**config.mk**
```make
export PLATFORM = sky130hd
export DESIGN_NAME = csc_tx_fifo
export DESIGN_NICKNAME = d
export VERILOG_FILES = /design/src/rtl/csc_pkg.sv /design/src/rtl/sync_fifo.sv /design/src/rtl/csc_tx_fifo.sv
export SDC_FILE = /design/constraint.sdc
export NUM_CORES = 1
export LEC_CHECK = 0
export BUFFER_PORTS_ARGS = -buffer_cell sky130_fd_sc_hd__buf_2
export CORE_ASPECT_RATIO = 1.75
export CORE_MARGIN = 5
export CORE_UTILIZATION = 55
export DETAILED_ROUTE_END_ITERATION = 6
export PLACE_DENSITY = 0.75
export SYNTH_ARGS = -nofsm -noshare
export SYNTH_HDL_FRONTEND = slang
export SYNTH_SLANG_ARGS = --single-unit
```
**constraint.sdc**
```tcl
create_clock -name i_clk -period 3.4 [get_ports i_clk]
set_input_delay 0.68 -clock i_clk [delete_from_list [all_inputs] [get_ports i_clk]]
set_output_delay 0.68 -clock i_clk [all_outputs]
set_load 0.03 [all_outputs]
```
**src/rtl/csc_pkg.sv**
```systemverilog
// Shared types and defaults for the CPU-to-UART TX byte buffer.
package csc_pkg;

  localparam int unsigned DEF_DEPTH_LOG2   = 4;
  localparam int unsigned DEF_WIDTH        = 8;
  localparam int unsigned DEF_BUSY_TIMEOUT = 4;

  typedef enum logic [1:0] {
    IDLE      = 2'd0,
    STROBE    = 2'd1,
    WAIT_BUSY = 2'd2,
    WAIT_DONE = 2'd3
  } tx_state_e;

  // Counter width able to hold 0..n-1, never narrower than one bit.
  function automatic int unsigned cnt_width(input int unsigned n);
    return (n <= 2) ? 1 : $clog2(n);
  endfunction

endpackage

```
**src/rtl/sync_fifo.sv**
```systemverilog
// Synchronous FIFO: memory, wrapping pointers and a separate occupancy count.
module sync_fifo
  import csc_pkg::*;
#(
  parameter int unsigned DEPTH_LOG2 = DEF_DEPTH_LOG2,
  parameter int unsigned WIDTH      = DEF_WIDTH
) (
  input  logic                  i_clk,
  input  logic                  i_reset,
  input  logic                  i_push,
  input  logic [WIDTH-1:0]      i_push_data,
  input  logic                  i_pop,
  output logic [WIDTH-1:0]      o_head_c,
  output logic                  o_drop_c,
  output logic [DEPTH_LOG2:0]   o_count,
  output logic                  o_empty,
  output logic                  o_full
);

  localparam int unsigned DEPTH = 1 << DEPTH_LOG2;
  localparam int unsigned AW    = DEPTH_LOG2;
  localparam int unsigned CW    = DEPTH_LOG2 + 1;

  logic [WIDTH-1:0] mem [DEPTH];
  logic [AW-1:0]    wr_q;
  logic [AW-1:0]    rd_q;
  logic [CW-1:0]    count_nxt;
  logic             push_ok;
  logic             pop_ok;

  // A full FIFO still takes a push when a pop frees a slot on the same edge.
  assign pop_ok   = i_pop && !o_empty;
  assign push_ok  = i_push && (!o_full || pop_ok);
  assign o_drop_c = i_push && !push_ok;
  assign o_head_c = mem[rd_q];

  always_comb begin
    count_nxt = o_count;
    case ({push_ok, pop_ok})
      2'b10:   count_nxt = o_count + CW'(1);
      2'b01:   count_nxt = o_count - CW'(1);
      default: count_nxt = o_count;
    endcase
  end

  always_ff @(posedge i_clk) begin
    if (push_ok) begin
      mem[wr_q] <= i_push_data;
    end
  end

  // Flags are registered alongside the count so they never glitch.
  always_ff @(posedge i_clk) begin
    if (i_reset) begin
      wr_q    <= '0;
      rd_q    <= '0;
      o_count <= '0;
      o_empty <= 1'b1;
      o_full  <= 1'b0;
    end else begin
      if (push_ok) begin
        wr_q <= wr_q + AW'(1);
      end
      if (pop_ok) begin
        rd_q <= rd_q + AW'(1);
      end
      o_count <= count_nxt;
      o_empty <= (count_nxt == CW'(0));
      o_full  <= (count_nxt == CW'(DEPTH));
    end
  end

endmodule

```
**src/rtl/csc_tx_fifo.sv**
```systemverilog
// Buffers bytes from CPU TX falling edges and feeds them to the UART
// transmitter through a one-cycle strobe / busy handshake.
module csc_tx_fifo
  import csc_pkg::*;
#(
  parameter int unsigned DEPTH_LOG2   = DEF_DEPTH_LOG2,
  parameter int unsigned WIDTH        = DEF_WIDTH,
  parameter int unsigned BUSY_TIMEOUT = DEF_BUSY_TIMEOUT
) (
  input  logic                  i_clk,
  input  logic                  i_reset,
  input  logic                  i_tx,
  input  logic [WIDTH-1:0]      i_data,
  input  logic                  i_busy,
  output logic                  o_stb,
  output logic [WIDTH-1:0]      o_data,
  output logic [DEPTH_LOG2:0]   o_count,
  output logic                  o_empty,
  output logic                  o_full,
  output logic                  o_overflow
);

  localparam int unsigned TW = cnt_width(BUSY_TIMEOUT);

  tx_state_e        state_q;
  logic [TW-1:0]    timer_q;
  logic             old_tx_q;
  logic             push_req_c;
  logic             pop_c;
  logic             drop_c;
  logic [WIDTH-1:0] head_c;

  assign push_req_c = !i_tx && old_tx_q;
  assign pop_c      = (state_q == IDLE) && !o_empty && !i_busy;

  sync_fifo #(
    .DEPTH_LOG2 (DEPTH_LOG2),
    .WIDTH      (WIDTH)
  ) u_fifo (
    .i_clk       (i_clk),
    .i_reset     (i_reset),
    .i_push      (push_req_c),
    .i_push_data (i_data),
    .i_pop       (pop_c),
    .o_head_c    (head_c),
    .o_drop_c    (drop_c),
    .o_count     (o_count),
    .o_empty     (o_empty),
    .o_full      (o_full)
  );

  // Falling-edge detector and sticky overflow flag.
  always_ff @(posedge i_clk) begin
    if (i_reset) begin
      old_tx_q   <= 1'b1;
      o_overflow <= 1'b0;
    end else begin
      old_tx_q   <= i_tx;
      o_overflow <= o_overflow | drop_c;
    end
  end

  // Pop FSM; o_stb is high exactly while the state is STROBE.
  always_ff @(posedge i_clk) begin
    if (i_reset) begin
      state_q <= IDLE;
      timer_q <= '0;
      o_stb   <= 1'b0;
      o_data  <= '0;
    end else begin
      o_stb <= 1'b0;
      case (state_q)
        IDLE: begin
          if (pop_c) begin
            o_data  <= head_c;
            o_stb   <= 1'b1;
            state_q <= STROBE;
          end
        end
        STROBE: begin
          timer_q <= '0;
          state_q <= WAIT_BUSY;
        end
        WAIT_BUSY: begin
          // A transmitter that never raises busy is assumed to have sent the byte.
          if (i_busy) begin
            state_q <= WAIT_DONE;
          end else if (timer_q == TW'(BUSY_TIMEOUT - 1)) begin
            state_q <= IDLE;
          end else begin
            timer_q <= timer_q + TW'(1);
          end
        end
        WAIT_DONE: begin
          if (!i_busy) begin
            state_q <= IDLE;
          end
        end
        default: state_q <= IDLE;
      endcase
    end
  end

endmodule

```
==> results.toml, run 1 <==
[global_route]
grt_pass1_vias = 3508
grt_pass1_wl_um = 18800
grt_max_degree = 31
grtUsageTotal_pct = 18.5
antenna_found_initial = 0
overflow = 0

[detailed_routing]
num_vias = 3319
drt_wl_total_um = 11800
routedWlPerCell_um = 20.9
drtPass1Iterations = 4
via_per_inst = 5.88
antenna_left = 0
post-route-drc-count = 0
drtIter0Drc = 235

[power]
p_switching_mw = 1.09
seq_power_share_pct = 48.4
ir_drop_mv = 0.507
pwr-share-clk_pct = 39.0
p_per_area_nw_per_um2 = 639
p_leak_nw = 2.46
p_sw_share_pct = 23.7
combPwrFrac_pct = 12.6
internal_power_mw = 3.52
power_mw = 4.61

[die]
dieArea_um2 = 13700
die_x_um = 90.7
start_util_pct = 56.1
fp.dieH_um = 151
num_rows = 51
ios = 29
core_area_um2 = 11200

[worst_setup_path]
rr_startpoint = "state_q[1]"
end_kind = "register"
critPathSlowestCell = "or4_1"
worstSetupPathType = "register to register"
path_buf_inv = 1
reg2reg_slack_ns = 0.38
arrival_ns = 3.32
slowest_delay_ns = 0.67
required_ns = 3.70
crit_chain = "or4_1 -> a21oi_4 -> inv_1 -> ha_1 -> xor2_1 -> ha_1 -> mux2_2 -> o21ai_0 -> nand3_1 -> xor2_1 -> a31o_2"
rr_endpoint = "u_fifo.o_empty"
cp_max_fo = 8
critPathLaunchType = "register"
cp_top_family = "simple AND/OR/NAND/NOR gates"
reg2reg_depth = 11

[finish]
antennaDiodeCount = 0
multiInputGateArea_um2 = 1700
drive_above_1_share_pct = 26.9
design_area_um2 = 7220
register_area_um2 = 4450
area.growth.synth_to_final_pct = 15.2
nFillCells = 768
final_nets = 440

[sta]
setup_violations = 0
timing.final.crit_share_pct = 88.7
maxSlewViolCount = 0
hold_viol_final = 0
finalCriticalPeriod_ns = 3.02
slew_headroom_pct = 54.5
tightest_slew_ns = 0.680
setup_slack_ns = 0.384
fmax_mhz = 332
grt_setup_unrepaired = "false"
fin_setup_tns_ns = 0
fin_worst_skew_ns = 0.00842

[logic_synthesis]
synth_top_area_share_pct = 61.4
synth_cells = 369
yosysWarningCount = 0
ys.flop_type = "edfxtp_1"
synth_fp_nets = 390
synth_edf_count = 128
syn_area_um2 = 6260
async_flop_share_pct = 0
synthTopCellsByArea = "edfxtp_1 (61%), mux4_2 (12%), dfxtp_1 (9.6%)"
synth.avg_cell_area_um2 = 17.0
ys_seq_elements = 158
yosysSeqAreaShare_pct = 71.0
yosys.area.top_type = "edfxtp_1"
ys_types = 41

[clocking]
cts_root_buf = "clkbuf_16"
clk_path_buf_depth = 2
cts_sinks = 158
ctsHoldBuffers = 0
htree_num_levels = 4
cts_setup_buffers = 0
cts-resized-gates = 0
cts_tree = "yes"
cts_buffers = 17
clk_pin_slew_ns = 0.06
clk_latency_ns = 0.41

[min_path]
min_path_type = "primary input to register"
hp-start = "i_tx"
min_path_cells = 2
min_to = "old_tx_q"

[flow_run]
maxCapViolations = 0

[placed_design]
place_congestion = 0.798
numPortBuffers = 28
hpwl_um = 7980
post-place-ws_ns = 0.0754
dpl_cell_area_um2 = 6650

[run_status]
status = "complete, no violations"
==> routing by layer <==
| metal | vias up | track usage [%] | wire (um) |
|---|---|---|---|
| met1 | 1693 | 19.4 | 4320 |
| met3 | 13 | 4.92 | 481 |
| li1 | 1534 | - | - |
| met4 | 0 | 6.93 | 130 |
| met2 | 79 | 34.8 | 6860 |
| met5 | - | 0 | 0 |
==> power by group through the flow <==
stage | clock network (mW) | logic, mW | registers, mW
after floorplan | 0 | 0.404 | 2.30
after global placement | 0 | 0.570 | 2.27
after detailed placement | 0 | 0.585 | 2.28
after CTS | 1.84 | 0.589 | 2.24
after global routing | 1.93 | 0.634 | 2.25
final | 1.80 | 0.582 | 2.23
==> per-stage QoR <==
step / cells / util (%) / hold WS, ns
2_1_floorplan: 369 / - / 0.483
3_5_place_dp: 532 / 59.5 / 0.466
5_1_grt: 564 / 64.6 / 0.452
3_3_place_gp: 532 / 59.5 / 0.448
4_1_cts: 564 / 64.6 / 0.443
6_report: 564 / 64.6 / 0.467
==> synthesized netlist by cell type, types with 7 or more instances <==
library cell and n:
dfxtp_1 30, o22ai_1 9, a221oi_1 8, nand2_1 13
nor2_1 35, edfxtp_1 128, inv_1 7, a21oi_1 10
nand2b_1 14, a22o_1 8, ha_1 9, clkbuf_1 9
mux4_2 32
==> state kept, by name (all words and copies together), names as in the netlist, 2 cells and up <==
name            count
u_fifo.mem        128
o_data              8
u_fifo.o_count      5
u_fifo.rd_q         4
u_fifo.wr_q         4
state_q             2
timer_q             2
==> how the worst max path moves through the flow <==
stage	from	to	slack [ns]	cells past startpoint
after global routing	state_q[1]	u_fifo.o_full	0.19	9
after detailed placement	i_busy	u_fifo.o_full	0.08	12
final	state_q[1]	u_fifo.o_empty	0.38	11
after global placement	i_busy	u_fifo.o_empty	0.13	12
after CTS	state_q[1]	u_fifo.o_full	0.37	11
after floorplan	i_busy	u_fifo.o_empty	0.17	12
==> cells by family after synthesis <==
logic type	Yosys count	share of synthesized area, %
AOI/OAI and AO/OA	45	5.27
xor gates and xnor gates	10	1.40
adders and majority gates	9	1.80
buffers and inverters	27	1.94
DFF	158	71.0
muxes	36	12.2
and+or+nand+nor	84	6.47
==> layout make-up <==
cell class	instances	share of cell area [%]
clock inverters	10	1.60
repair buffers	51	4.33
multi-input cells	184	23.5
clock buffers	22	6.29
inverters	7	0.364
flip-flops and latches	158	61.6
well taps	132	2.29
==> cells in the final DEF (no fill, tap or decap), drive strengths merged, types with 5 or more instances in the layout <==
master	n
dfxtp	30
a221oi	8
nor2	35
edfxtp	128
ha	9
clkbuf	22
o22ai	9
xor2	6
buf	51
inv	8
nand2	14
nor3	6
a22o	8
a21oi	11
mux4	32
nand2b	14
clkinv	5
Note: power is estimated with default switching activity, not from simulation.
==> run 2, diff against run 1 <==
--- a/config.mk
+++ b/config.mk
@@ -6,11 +6,13 @@
 export NUM_CORES = 1
 export LEC_CHECK = 0
 export BUFFER_PORTS_ARGS = -buffer_cell sky130_fd_sc_hd__buf_2
+export CELL_PAD_IN_SITES_DETAIL_PLACEMENT = 0
+export CELL_PAD_IN_SITES_GLOBAL_PLACEMENT = 1
 export CORE_ASPECT_RATIO = 1.75
 export CORE_MARGIN = 5
-export CORE_UTILIZATION = 55
+export CORE_UTILIZATION = 47
 export DETAILED_ROUTE_END_ITERATION = 6
-export PLACE_DENSITY = 0.75
+export PLACE_DENSITY_LB_ADDON = 0.1
 export SYNTH_ARGS = -nofsm -noshare
 export SYNTH_HDL_FRONTEND = slang
 export SYNTH_SLANG_ARGS = --single-unit
==> run 2 against run 1 <==
Effect of this change:
- final area grew 1.1%
- critical path type unchanged
- clock-buffer cell count shrank 4
- clock skew grew 0.0081 ns
- setup slack lost 0.085 ns
- first-iteration DRC count shrank 5.5%
- via count shrank 2.0%
- hold slack gained 0.00057 ns
- largest power group unchanged
- maximum frequency shrank 2.7%
- cell count grew 7.4%
- sequential share of layout area shrank 0.67 points
==> results.toml, run 2 (synthesis gave the netlist of run 1 again) <==
[detailed_routing]
routedWlPerCell_um = 19.5
via_per_inst = 5.37
drtPass1Iterations = 4
drt_wl_total_um = 11800
num_vias = 3254
post-route-drc-count = 0
drtIter0Drc = 222
antenna_left = 0

[finish]
largest_register_ffs = 128
top_register = "u_fifo.mem"
stdcell_count = 606
final_nets = 443
area.growth.synth_to_final_pct = 16.5
antennaDiodeCount = 0
fin_util_pct = 56.1
final_cell_mix = "edfxtp_1 (128), nor2_1 (35), mux4_2 (32)"
layout_commonest_cell = "edfxtp_1"
reg_top3 = "u_fifo.mem (128), o_data (8), u_fifo.o_count (5)"
drive_above_1_share_pct = 28.3

[clocking]
clk_path_buf_depth = 2
cts-resized-gates = 0
cts_root_buf = "clkbuf_16"
htree_num_levels = 4
cts_tree = "yes"
cts_buffers = 17
clk_latency_ns = 0.42
cts_setup_buffers = 0
ctsHoldBuffers = 0
clk_pin_slew_ns = 0.07
cts_sinks = 158

[global_route]
grtUsageTotal_pct = 16.0
overflow = 0
grt_pass1_vias = 3492
use_met1_pct = 16.2
busiest_layer = "met2"
grt_pass1_wl_um = 19000
antenna_found_initial = 0
met2_usage_pct = 30.7
grt_max_degree = 31
use_met3_pct = 3.47

[worst_setup_path]
arrival_ns = 3.43
end_kind = "register"
cp_max_fo = 14
critPathLaunchType = "register"
required_ns = 3.73
worstSetupPathType = "register to register"

[sta]
timing.final.crit_share_pct = 91.2
tightest_slew_ns = 0.715
hold_viol_final = 0
fin_worst_skew_ns = 0.0165
setup_violations = 0
finalCriticalPeriod_ns = 3.10
slew_headroom_pct = 52.2
fmax_mhz = 322
setup_slack_ns = 0.299
maxSlewViolCount = 0
fin_setup_tns_ns = 0
grt_setup_unrepaired = "false"
whs_ns = 0.468

[placed_design]
place_congestion = 0.710
post-place-ws_ns = 0.0218
hpwl_um = 8630
dp_cells = 574
numPortBuffers = 28

[die]
start_util_pct = 48.2
num_rows = 55
dieArea_um2 = 15800
die_x_um = 97.3
ios = 29
core_area_um2 = 13000
fp.dieH_um = 163

[power]
p_per_area_nw_per_um2 = 636
p_leak_nw = 2.49
ir_drop_mv = 0.445

[run_status]
status = "complete, no violations"

[min_path]
min_path_type = "primary input to register"

[flow_run]
maxCapViolations = 0
[run 2: final timing paths]
kind              startpoint             to  slack (ns)  cells past startpoint
setup reg to reg  state_q[1]  u_fifo.o_full        0.30                     10
hold / removal          i_tx       old_tx_q        0.47                      2
hold reg to reg   o_overflow     o_overflow        0.48                      2
setup / recovery  state_q[1]  u_fifo.o_full        0.30                     10
[run 2: critical path, cell delays in order, from the launching register on]
cell and delay [ns]:
dfxtp_1 0.38, or4_1 0.62, buf_4 0.19, inv_1 0.07
buf_4 0.21, ha_1 0.30, and3b_1 0.22, a211oi_1 0.44
a21oi_1 0.12, o22ai_1 0.19, nor4bb_1 0.28
[run 2: metrics by stage]
step	instance area, um^2	power [mW]
4_1_cts	7300	4.70
6_report	7300	4.64
3_5_place_dp	6720	2.88
5_1_grt	7300	4.84
3_3_place_gp	6720	2.87
2_1_floorplan	6260	2.71
[run 2: metal layers]
metal	wire, um	up-vias	part of all wire (%)
met2	6890	53	58
met5	0	-	0
met3	289	12	2.4
met4	274	0	2.3
met1	4360	1637	37
li1	-	1552	-
[run 2: cell type report]
class                      instances  area (um^2)
timing repair buffer              54          335
fill                            1034         5710
tap                              171          214
sequential                       158         4450
multi-input combinational        184         1700
inverter                           7         26.3
clock inverter                    14          148
clock buffer                      18          429
[run 2: power by group]
part	internal [mW]	leakage [nW]	total (mW)	switching, mW
Combinational	0.278	0.807	0.610	0.332
Sequential	2.15	1.40	2.22	0.0673
Clock	0.981	0.284	1.81	0.831
Total	3.41	2.49	4.64	1.23
